===== config.mk =====
export PLATFORM = sky130hd
export DESIGN_NAME = inv_key_schedule
export DESIGN_NICKNAME = d
export VERILOG_FILES = /design/src/rtl/inv_key_schedule.sv
export SDC_FILE = /design/constraint.sdc
export NUM_CORES = 1
export LEC_CHECK = 0
export ABC_AREA = 1
export BUFFER_PORTS_ARGS = -buffer_cell sky130_fd_sc_hd__buf_2
export CORE_MARGIN = 10
export CORE_UTILIZATION = 25
export DETAILED_ROUTE_END_ITERATION = 7
export PLACE_DENSITY = 0.41
export SYNTH_ARGS = -nofsm -noshare
export SYNTH_HDL_FRONTEND = slang
export SYNTH_SLANG_ARGS = --single-unit

===== constraint.sdc =====
create_clock -name clk -period 3.3 [get_ports clk]
set_clock_uncertainty 0.1 [all_clocks]
set_input_delay 0.165 -clock clk [delete_from_list [all_inputs] [get_ports clk]]
set_output_delay 0.165 -clock clk [all_outputs]
set_load 0.01 [all_outputs]

===== src/rtl/inv_key_schedule.sv =====
// inv_key_schedule: AES-128 decryption-side key sequencer.
// Starting from the final round key, it regenerates the round keys in reverse order
// (NUM_ROUNDS down to 0) and presents one key per valid/ready handshake.
// Optional build macro INV_KS_KEY_CHECK_EN adds orig_key/key_match, which check
// that the unwound round-0 key equals the expected cipher key.
module inv_key_schedule #(
    parameter int NUM_ROUNDS = 10
) (
    input  logic             clk,
    input  logic             n_rst,
    input  logic             start,
    input  logic [0:3][31:0] last_key,
    input  logic             key_ready,
`ifdef INV_KS_KEY_CHECK_EN
    input  logic [0:3][31:0] orig_key,
    output logic             key_match,
`endif
    output logic             key_valid,
    output logic [0:3][31:0] round_key,
    output logic [3:0]       round_num,
    output logic             busy,
    output logic             done
);

    typedef enum logic {IDLE = 1'b0, OUT = 1'b1} state_t;

    localparam logic [7:0] SBOX [0:255] = '{
        8'h63,8'h7c,8'h77,8'h7b,8'hf2,8'h6b,8'h6f,8'hc5,8'h30,8'h01,8'h67,8'h2b,8'hfe,8'hd7,8'hab,8'h76,
        8'hca,8'h82,8'hc9,8'h7d,8'hfa,8'h59,8'h47,8'hf0,8'had,8'hd4,8'ha2,8'haf,8'h9c,8'ha4,8'h72,8'hc0,
        8'hb7,8'hfd,8'h93,8'h26,8'h36,8'h3f,8'hf7,8'hcc,8'h34,8'ha5,8'he5,8'hf1,8'h71,8'hd8,8'h31,8'h15,
        8'h04,8'hc7,8'h23,8'hc3,8'h18,8'h96,8'h05,8'h9a,8'h07,8'h12,8'h80,8'he2,8'heb,8'h27,8'hb2,8'h75,
        8'h09,8'h83,8'h2c,8'h1a,8'h1b,8'h6e,8'h5a,8'ha0,8'h52,8'h3b,8'hd6,8'hb3,8'h29,8'he3,8'h2f,8'h84,
        8'h53,8'hd1,8'h00,8'hed,8'h20,8'hfc,8'hb1,8'h5b,8'h6a,8'hcb,8'hbe,8'h39,8'h4a,8'h4c,8'h58,8'hcf,
        8'hd0,8'hef,8'haa,8'hfb,8'h43,8'h4d,8'h33,8'h85,8'h45,8'hf9,8'h02,8'h7f,8'h50,8'h3c,8'h9f,8'ha8,
        8'h51,8'ha3,8'h40,8'h8f,8'h92,8'h9d,8'h38,8'hf5,8'hbc,8'hb6,8'hda,8'h21,8'h10,8'hff,8'hf3,8'hd2,
        8'hcd,8'h0c,8'h13,8'hec,8'h5f,8'h97,8'h44,8'h17,8'hc4,8'ha7,8'h7e,8'h3d,8'h64,8'h5d,8'h19,8'h73,
        8'h60,8'h81,8'h4f,8'hdc,8'h22,8'h2a,8'h90,8'h88,8'h46,8'hee,8'hb8,8'h14,8'hde,8'h5e,8'h0b,8'hdb,
        8'he0,8'h32,8'h3a,8'h0a,8'h49,8'h06,8'h24,8'h5c,8'hc2,8'hd3,8'hac,8'h62,8'h91,8'h95,8'he4,8'h79,
        8'he7,8'hc8,8'h37,8'h6d,8'h8d,8'hd5,8'h4e,8'ha9,8'h6c,8'h56,8'hf4,8'hea,8'h65,8'h7a,8'hae,8'h08,
        8'hba,8'h78,8'h25,8'h2e,8'h1c,8'ha6,8'hb4,8'hc6,8'he8,8'hdd,8'h74,8'h1f,8'h4b,8'hbd,8'h8b,8'h8a,
        8'h70,8'h3e,8'hb5,8'h66,8'h48,8'h03,8'hf6,8'h0e,8'h61,8'h35,8'h57,8'hb9,8'h86,8'hc1,8'h1d,8'h9e,
        8'he1,8'hf8,8'h98,8'h11,8'h69,8'hd9,8'h8e,8'h94,8'h9b,8'h1e,8'h87,8'he9,8'hce,8'h55,8'h28,8'hdf,
        8'h8c,8'ha1,8'h89,8'h0d,8'hbf,8'he6,8'h42,8'h68,8'h41,8'h99,8'h2d,8'h0f,8'hb0,8'h54,8'hbb,8'h16
    };

    function automatic logic [7:0] rcon(input logic [3:0] rnd);
        logic [7:0] r;
        r = 8'h00;
        case (rnd)
            4'd1:  r = 8'h01;
            4'd2:  r = 8'h02;
            4'd3:  r = 8'h04;
            4'd4:  r = 8'h08;
            4'd5:  r = 8'h10;
            4'd6:  r = 8'h20;
            4'd7:  r = 8'h40;
            4'd8:  r = 8'h80;
            4'd9:  r = 8'h1b;
            4'd10: r = 8'h36;
            default: r = 8'h00;
        endcase
        return r;
    endfunction

    // Undo one step of the forward key expansion: round rnd key -> round rnd-1 key.
    function automatic logic [0:3][31:0] prev_key(input logic [0:3][31:0] w, input logic [3:0] rnd);
        logic [0:3][31:0] p;
        logic [31:0]      t;
        p[3] = w[3] ^ w[2];
        p[2] = w[2] ^ w[1];
        p[1] = w[1] ^ w[0];
        t    = {p[3][23:0], p[3][31:24]};
        t    = {SBOX[t[31:24]], SBOX[t[23:16]], SBOX[t[15:8]], SBOX[t[7:0]]};
        p[0] = w[0] ^ t ^ {rcon(rnd), 24'h0};
        return p;
    endfunction

    state_t state, state_nxt;
    logic   load, hs, last_hs;

    assign load      = (state == IDLE) && start;
    assign hs        = (state == OUT) && key_ready;
    assign last_hs   = hs && (round_num == 4'd0);
    assign key_valid = (state == OUT);
    assign busy      = (state != IDLE);

    // State register.
    always_ff @(posedge clk) begin
        if (!n_rst) state <= IDLE;
        else        state <= state_nxt;
    end

    // Next-state logic: leave IDLE on start, return after the round-0 key is taken.
    always_comb begin
        state_nxt = state;
        case (state)
            IDLE:    if (start) state_nxt = OUT;
            OUT:     if (last_hs) state_nxt = IDLE;
            default: state_nxt = IDLE;
        endcase
    end

    // Key/round registers: load on start, step back one round on each handshake.
    always_ff @(posedge clk) begin
        if (!n_rst) begin
            round_key <= '0;
            round_num <= 4'd0;
            done      <= 1'b0;
        end else begin
            done <= last_hs;
            if (load) begin
                round_key <= last_key;
                round_num <= 4'(NUM_ROUNDS);
            end else if (hs && (round_num != 4'd0)) begin
                round_key <= prev_key(round_key, round_num);
                round_num <= round_num - 4'd1;
            end
        end
    end

`ifdef INV_KS_KEY_CHECK_EN
    // Compare the final unwound key against the expected cipher key.
    always_ff @(posedge clk) begin
        if (!n_rst)       key_match <= 1'b0;
        else if (load)    key_match <= 1'b0;
        else if (last_hs) key_match <= (round_key == orig_key);
    end
`endif

endmodule


# Word level (Yosys, flattened, before mapping)
# Memories as Yosys holds them, arrays and structs flattened.
# Index checks and enable logic that the tools add are counted.
# totals
input_bits	132
ram_bits	0
latch_bits	0
romBits	8320
n_memories	5
reg_bits	134
# memory_table
memory	words	width	rd	rd_clocked_by_memory_dff	write_ports	line	source
(no name shown)	256	8	1	0	0	73	t = {SBOX[t[31:24]], SBOX[t[23:16]], SBOX[t[15:8]], SBOX[t[7:0]]};
(no name shown)	256	8	1	0	0	73	
(no name shown)	256	8	1	0	0	73	
(no name shown)	256	8	1	0	0	73	
(no name shown)	16	8	1	0	0	49	case (rnd)
# classes
reduce_logical	8
div	0
muxes	18
order_cmp	4
n_eq_ne	0
n_shift	0
n_mul	0
bitwise_logic	11
add_sub_neg	1
# ops
op	n
$mux W128	2
$xor A32 B32 Y32	5
$mux W8	11
$ge A9 B9 Y1 const B	4
$not A8 Y9	4
$mux W4	2
$logic_and A1 B1 Y1	4
$logic_not A4 Y1	1
$reduce_bool A4 Y1	1
$sub A4 B1 Y4 const B	1
$mux W1	2
$not A1 Y1	2
$pmux W1 S2	1
$reduce_bool A2 Y1	1
$reduce_or A2 Y1	1

# Logic depth before layout (Yosys ltp)
# Gate-level depths: netlist of the first run.
# logic_depth
ltp_word	9
ltp_mapped	19
depth_no_buf	19

# Worst setup path before layout of the first run
# No wires, ideal clock.
# synth_timing
path_type	register to register
from	reg round_key[33] in the netlist's numbering
to	reg round_key[107] in the netlist's numbering
path_stages_with_launch	16
slack_ns	0.815
arrival_time_ns	2.252
setup_time_ns	0.132
required_ns	3.068
n_path_buf	1
cell_sequence	dfxtp_1 > inv_1 > nand2_1 > nand2_1 > ha_1 > nand2_1 > clkbuf_1 > nand3_1 > nand3_1 > nand3_1 > nand2_1 > nand3_1 > nand3_1 > nand3_1 > nand2_1 > a21oi_1
# synth_via
elab_chain_cells	9
# synth_lines
item	line	source
start, declared	19	output logic [0:3][31:0] round_key,
start signal, assigned	112	round_key <= last_key;
start signal, assigned	115	round_key <= prev_key(round_key, round_num);
$xor A32 B32 Y32	69	p[3] = w[3] ^ w[2];
$not A8 Y9 (implied by the code)	73	
$mem_v2 Z256 W8	-	
$mux W8 (implied by the code) (2 in a row)	73	
$xor A32 B32 Y32 (2 in a row)	74	p[0] = w[0] ^ t ^ {rcon(rnd), 24'h0};
$mux W128	114	end else if (hs && (round_num != 4'd0)) begin
$mux W128	111	if (load) begin
# No other way between the ends. The select of a mux whose other input is x is not followed.
# A chain may end at the register's enable or synchronous reset.

# Worst setup path in the final report of the first run
# layout_timing
from	reg round_key[57] in the netlist's numbering
to	reg round_key[97] in the netlist's numbering
# Same word-level chain as after synthesis.

==> out/results.tsv, run 1 <==
stage	metric	value	unit
clock_tree	cts_htree_levels	4	
sta	timing.hold.ws	66.73	ps
setup_path	worst_r2r_endpoint	round_key[97]	
synth	postSynthCellCount	3562	
die	initial_core_util	25.24	%
global_routing	grtUsageTotal	25.06	%
sta	worst_slew_margin	24.50	%
clock_tree	worst_setup_hold_path_clk_slew	70	ps
synth	synth.ff_latch_count	134	
setup_path	worstReg2RegStart	round_key[57]	
layout	final_nets	4076	
global_routing	grt_max_degree	80	
clock_tree	tritoncts	yes	
setup_path	timing.critical_path.from	round_key[57]	
setup_path	timing.critical_path.slowest_stage_cell	ha_1	
sta	rsz0062_at_grt	false	
pwr	worst_ir_drop_vdd	0.0002898	V
layout	final_cells	4869	
global_routing	grt_antenna_before_repair	1	
setup_path	worst_path_dominant_cell_family	simple AND/OR/NAND/NOR gates	
clock_tree	clock_insertion_delay_worst_skew	510	ps
setup_path	critical_path_depth	17	
die	std_cell_rows	100	
sta	worst_path_setup_slack_after_routing	282.2	ps
global_routing	gr-total-overflow	0	
synth	seq_area_frac_synth	14.27	%
pwr	power.leakage	0.01133	µW
placement	placement.setup.worst_slack	309.8	ps
synth	synth_edf_count	0	
sta	slew_violations	0	
setup_path	critical_path_required	3650	ps
detailed_routing	wl_met3	11140	µm
sta	measured_slew_at_the_worst_slew_check_pin	1131	ps
clock_tree	post-cts-setup-buffers	0	
detailed_routing	detail-route-antenna-nets	0	
synth	postSynthNetCount	3752	
setup_path	critPathMaxFanout	11	
pwr	pwr_density_cell	502.0	nW/µm²
detailed_routing	routed-via-count	27427	
setup_path	worstSetupEndpoint	round_key[97]	
layout	flow.area_growth_from_synthesis	27.56	%
detailed_routing	met2RoutedLength	49090	µm
setup_path	r2r_slack	280	ps
setup_path	worst_r2r_path_depth	17	
worst_hold_path	min_path_type	input port to register	
synth	ys_async_sr_fraction	0	%
global_routing	number_of_global_route_vias_before_repair	26250	
job	max_cap_viol_count	0	
die	core_area	74450	µm²
setup_path	type_of_the_worst_setup_path	register to register	
synth	synth_cell_type_count	33	
clock_tree	tritoncts.num_buffers	17	
setup_path	critical-path-top-cell-by-count	nand2_1	
layout	fillers	8461	
detailed_routing	drt-vias-per-instance	5.633	
detailed_routing	finalWirelength	112600	µm
setup_path	path_buf_inv	2	
detailed_routing	detailedRoute.firstPassIterationCount	6	
setup_path	timing.critical_path.cells	inv_1, nand2_1, nand2_1, ha_1, inv_1, nand2_1, nand2_1, nand2_1, nand3_1, nand2_1, nand3_1, nand3_1, nand2_1, nand2_1, nand3_1, nand2_1, a21oi_1	
status	outcome	complete, no violations	
die	fp.dieArea	86540	µm²
detailed_routing	remaining_drc_errors	0	
synth	syn_avg_cell_area	5.276	µm²
setup_path	cp-end-kind	register	
setup_path	timing.critical_path.arrival	3360	ps
detailed_routing	drc_marker_count_from_the_first_detailed_route_iteration	3734	
sta	final.period_utilization	91.45	%
sta	finalCriticalPeriod	3018	ps
detailed_routing	wl_met1	48100	µm
die	die_height	294.2	µm
detailed_routing	uppermost_metal_layer_occupied_by_signal_nets	met4	
synth	yosysWarnings	0	
pwr	totalPowerFinal	12030	µW
layout	layout.area.seq	2683	µm²
global_routing	grt_pass1_wl	168500	µm
placement	globalplace.congestion	1.007	
setup_path	cp-start-kind	register	
clock_tree	clock-sinks	134	
placement	place_inst	4706	
clock_tree	cts_root_buffer	clkbuf_16	
layout	final_common_cell	nand3_1	
clock_tree	ctsLongestPathBuffers	2	
detailed_routing	drt-wirelength-per-cell	23.13	µm
die	die_w	294.2	µm
die	io-pin-count	267	
synth	syn_area	18790	µm²
placement	numPortBuffers	266	
sta	max_freq	331.4	MHz
layout	total_area_of_multi_input_combinational_cells	14450	µm²
sta	finalSetupViolations	0	
placement	hpwl	80730	µm
setup_path	critPathMaxStageDelay	440	ps
sta	tns	0	ps
synth	dominantRegCellSynth	dfxtp_1	
sta	timing_hold_violations_final	0	
layout	commonest_cells_after_routing_fill_and_taps_aside	nand3_1 (1217), nand2_1 (1053), buf_2 (266)	
layout	final_layout_size_suffix_gt1_share	13.46	%
## synth_stat cells (all sizes together), types with 29 or more instances
cell / number / share of area, %
nand3: 1218 / 32
nand2: 1074 / 22
inv: 193 / 3.9
clkbuf: 184 / 3.7
a21oi: 180 / 4.8
nor2: 163 / 3.3
dfxtp: 134 / 14
buf: 85 / 2.2
ha: 58 / 3.9
o21ai: 57 / 1.5
o221ai: 31 / 1.4
nor4: 30 / 1.0
a311oi: 29 / 1.4
## what timing repair did
action,in CTS,in global routing
endpoints found under the setup margin,0,3
hold endpoints to repair,127,0
resized for setup,0,3
hold buffers,130,0
## metrics by stage
| step | util, % | cell area (µm²) |
|---|---|---|
| after floorplan | - | 18790 |
| after global placement | 29.61 | 22040 |
| after detailed placement | 29.61 | 22040 |
| after CTS | 32.18 | 23960 |
| after global routing | 32.20 | 23970 |
| final | 32.20 | 23970 |
## layer usage
layer / global-route usage, % / vias to the layer above
li1: - / 12834
met1: 33.46 / 12732
met2: 38.17 / 1582
met3: 5.641 / 279
met4: 10.53 / 0
met5: 0 / -
## flip-flops by register name, summed over array words and instances, names as in the netlist
register and cells:
done 1, round_key 128, round_num 4, busy 1
## worst min-delay path: stages
cell     delay (ps)
buf_2           100
nor2_1          150
nor2_1           90
nand2_1          70
a21oi_1          60
## logic make-up after synthesis
logic type | count (synthesis) | share of synthesized area (%)
AND/OR/NAND/NOR | 2529 | 59.58
flip-flops | 134 | 14.27
adder cells (fa/ha/maj) | 58 | 3.862
AO/OA/AOI/OAI | 347 | 11.04
XOR/XNOR | 29 | 1.431
buffers and inverters | 465 | 9.814
## cell type report
type	count	share of cell area, %
Antenna cell	1	0.01044
Clock buffer	18	1.790
Clock inverter	14	0.7777
Inverter	196	3.100
Multi-Input combinational cell	2963	60.26
Sequential cell	134	11.19
Tap cell	969	5.058
Timing Repair Buffer	574	17.81
## worst min-delay path by stage
stage / startpoint / end / depth (start not counted)
floorplan: start / busy / 2
global route: last_key[67] / round_key[67] / 3
CTS: last_key[76] / round_key[76] / 3
global placement: start / busy / 3
detailed placement: last_key[27] / round_key[27] / 3
finish: last_key[125] / round_key[125] / 5
## report_power, final
group          switching, µW  internal [µW]  total, µW
combinational           5230           2500       7730
clock                   1020           1210       2230
sequential               295           1780       2080
total                   6540           5490      12000
Note: power is estimated with default switching activity, not from simulation.
==> run 2, diff against run 1 <==
--- a/config.mk
+++ b/config.mk
@@ -6,11 +6,12 @@
 export NUM_CORES = 1
 export LEC_CHECK = 0
 export ABC_AREA = 1
-export BUFFER_PORTS_ARGS = -buffer_cell sky130_fd_sc_hd__buf_2
+export BUFFER_PORTS_ARGS = -buffer_cell sky130_fd_sc_hd__buf_4
+export CAP_MARGIN = 30
 export CORE_MARGIN = 10
 export CORE_UTILIZATION = 25
 export DETAILED_ROUTE_END_ITERATION = 7
-export PLACE_DENSITY = 0.41
+export PLACE_DENSITY_LB_ADDON = 0.15
 export SYNTH_ARGS = -nofsm -noshare
 export SYNTH_HDL_FRONTEND = slang
 export SYNTH_SLANG_ARGS = --single-unit
==> run 2 against run 1 <==
Compared with the run above: maximum frequency is 1.1% lower; sequential cell count stayed put; hold slack worse by 29 ps; design area is 2.8% higher; register-to-register slack worse by 30 ps; sequential share of layout area is 0.30 points lower; cell count stayed put; wire length is 1.9% lower; setup slack worse by 34 ps; critical path depth stayed put; clock-buffer cell count is 1 lower.
==> out/results.tsv, run 2 (synthesis gave the netlist of run 1 again) <==
stage	metric	value	unit
sta	finalCriticalPeriod	3052	ps
setup_path	worst_path_dominant_cell_family	simple AND/OR/NAND/NOR gates	
detailed_routing	routed-via-count	27665	
global_routing	grtUsageTotal	24.59	%
clock_tree	ctsLongestPathBuffers	2	
global_routing	gr-total-overflow	0	
global_routing	grt_max_degree	73	
layout	layout.area.seq	2683	µm²
detailed_routing	drt-vias-per-instance	5.682	
detailed_routing	remaining_drc_errors	0	
setup_path	path_buf_inv	2	
worst_hold_path	whs_path_depth	3	
pwr	power.leakage	0.01144	µW
sta	max_freq	327.6	MHz
layout	largest_reg_flops	128	
sta	tns	0	ps
sta	rsz0062_at_grt	false	
layout	layout_top_registers	round_key x128, round_num x4	
sta	timing.hold.ws	37.54	ps
setup_path	cp-end-kind	register	
status	outcome	complete, no violations	
pwr	worst_ir_drop_vdd	0.0003400	V
sta	final.period_utilization	92.49	%
die	die_w	294.2	µm
clock_tree	clock-sinks	134	
detailed_routing	detailedRoute.firstPassIterationCount	8	
setup_path	type_of_the_worst_setup_path	register to register	
clock_tree	clock_insertion_delay_worst_skew	500	ps
sta	worst_slew_margin	37.20	%
global_routing	grt_pass1_wl	166400	µm
setup_path	critical_path_required	3550	ps
die	initial_core_util	25.24	%
die	die_height	294.2	µm
layout	final_common_cell	nand3_1	
setup_path	critical-path-top-cell-by-count	nand2_1	
die	core_area	74450	µm²
sta	finalSetupViolations	0	
clock_tree	post-cts-setup-buffers	0	
placement	globalplace.congestion	1.000	
layout	fillers	8414	
worst_hold_path	hold_path.startpoint	n_rst	
clock_tree	tritoncts.num_buffers	17	
setup_path	cp-start-kind	register	
setup_path	worst_r2r_endpoint	round_key[101]	
setup_path	r2r_slack	250	ps
layout	commonest_cells_after_routing_fill_and_taps_aside	nand3_1 (1217), nand2_1 (1055), buf_4 (403)	
die	io-pin-count	267	
die	std_cell_rows	100	
sta	timing_hold_violations_final	0	
setup_path	worstReg2RegStart	round_key[56]	
layout	flow.area_growth_from_synthesis	31.13	%
clock_tree	cts_root_buffer	clkbuf_16	
pwr	pwr_density_cell	483.9	nW/µm²
job	max_cap_viol_count	0	
setup_path	worst_r2r_path_depth	17	
global_routing	number_of_global_route_vias_before_repair	26043	
clock_tree	worst_setup_hold_path_clk_slew	80	ps
clock_tree	cts_htree_levels	4	
detailed_routing	drc_marker_count_from_the_first_detailed_route_iteration	3746	
placement	hpwl	79870	µm
detailed_routing	finalWirelength	110500	µm
layout	final_nets	4075	
placement	numPortBuffers	266	
sta	measured_slew_at_the_worst_slew_check_pin	942.0	ps
worst_hold_path	worstHoldEndpoint	round_key[72]	
setup_path	timing.critical_path.cells	inv_1, nand2_1, nand2_1, ha_1, inv_1, nand2_1, nand2_1, nand3_1, nand2_1, nor2_1, nor2_1, nand2_1, nand3_1, nand3_1, nand3_1, nand2_1, a21oi_1	
detailed_routing	drt-wirelength-per-cell	22.69	µm
setup_path	timing.critical_path.arrival	3300	ps
layout	total_area_of_multi_input_combinational_cells	14440	µm²
sta	slew_violations	0	
setup_path	timing.critical_path.slowest_stage_cell	ha_1	
setup_path	timing.critical_path.from	round_key[56]	
clock_tree	tritoncts	yes	
layout	largest-register	round_key	
detailed_routing	detail-route-antenna-nets	0	
layout	final_layout_size_suffix_gt1_share	13.01	%
die	fp.dieArea	86540	µm²
setup_path	critPathMaxFanout	9	
worst_hold_path	min_path_type	input port to register	
setup_path	critPathMaxStageDelay	430	ps
global_routing	grt_antenna_before_repair	2	
[run 2: changes by cell type in the layout (fill, tap and decap cells not counted), moves of 2 or more]
cell	previous run	this run
buf_2	266	0
buf_4	154	403
dlygate4sd3_1	130	146
buf_12	24	22
bufinv_16	3	1
nand2_1	1053	1055
nand2_2	20	18
[run 2: layout make-up]
type | instances | area share [%]
well taps | 969 | 4.920
clock buffers | 17 | 1.726
flip-flops and latches | 134 | 10.89
inverters | 196 | 3.016
repair buffers | 573 | 20.17
diodes | 2 | 0.02031
multi-input cells | 2963 | 58.60
clock inverters | 15 | 0.6601
[run 2: worst register-to-register path: cells and delay by family, from the launching register on]
family	cells	cell delay, ps
simple gates	13	1760
fa+ha+maj	1	440
flops	1	350
buf+inv	2	200
compound gates	1	50
[run 2: stage by stage]
| stage | total power, µW | instances | worst slack [ps] | util, % | instance area (µm²) |
|---|---|---|---|---|---|
| global route | 12750 | 4867 | 45.90 | 33.09 | 24640 |
| CTS | 11790 | 4867 | 315.6 | 33.09 | 24630 |
| detailed placement | 9498 | 4689 | 323.4 | 30.33 | 22580 |
| floorplan | 6705 | 3562 | 815.3 | - | 18790 |
| finish | 11920 | 4869 | 247.8 | 33.10 | 24640 |
| global placement | 9580 | 4687 | 339.6 | 30.28 | 22540 |
[run 2: how the worst max path moves through the flow]
stage                                 to  slack, ps  cells after the start
after detailed placement  round_key[112]        320                     17
after global routing       round_key[96]         50                     17
after global placement    round_key[115]        340                     17
after CTS                 round_key[112]        320                     17
final                     round_key[101]        250                     17
after floorplan           round_key[107]        820                     15
[run 2: timing repair]
item                                    CTS  global route
endpoints found under the setup margin    0             2
endpoints found under the hold margin   129             0
hold buffers                            146             0
resized for setup                         0             1
[run 2: layer usage]
| layer | track usage (%) | part of all wire (%) |
|---|---|---|
| met1 | 33.15 | 43 |
| met2 | 37.20 | 43 |
| met3 | 5.882 | 11 |
| met4 | 9.459 | 3.6 |
| met5 | 0 | 0 |
[run 2: power breakdown]
| part | switching (µW) | internal [µW] | total (µW) |
|---|---|---|---|
| sequential | 306 | 1780 | 2090 |
| combinational | 5140 | 2610 | 7750 |
| clock | 1020 | 1070 | 2090 |
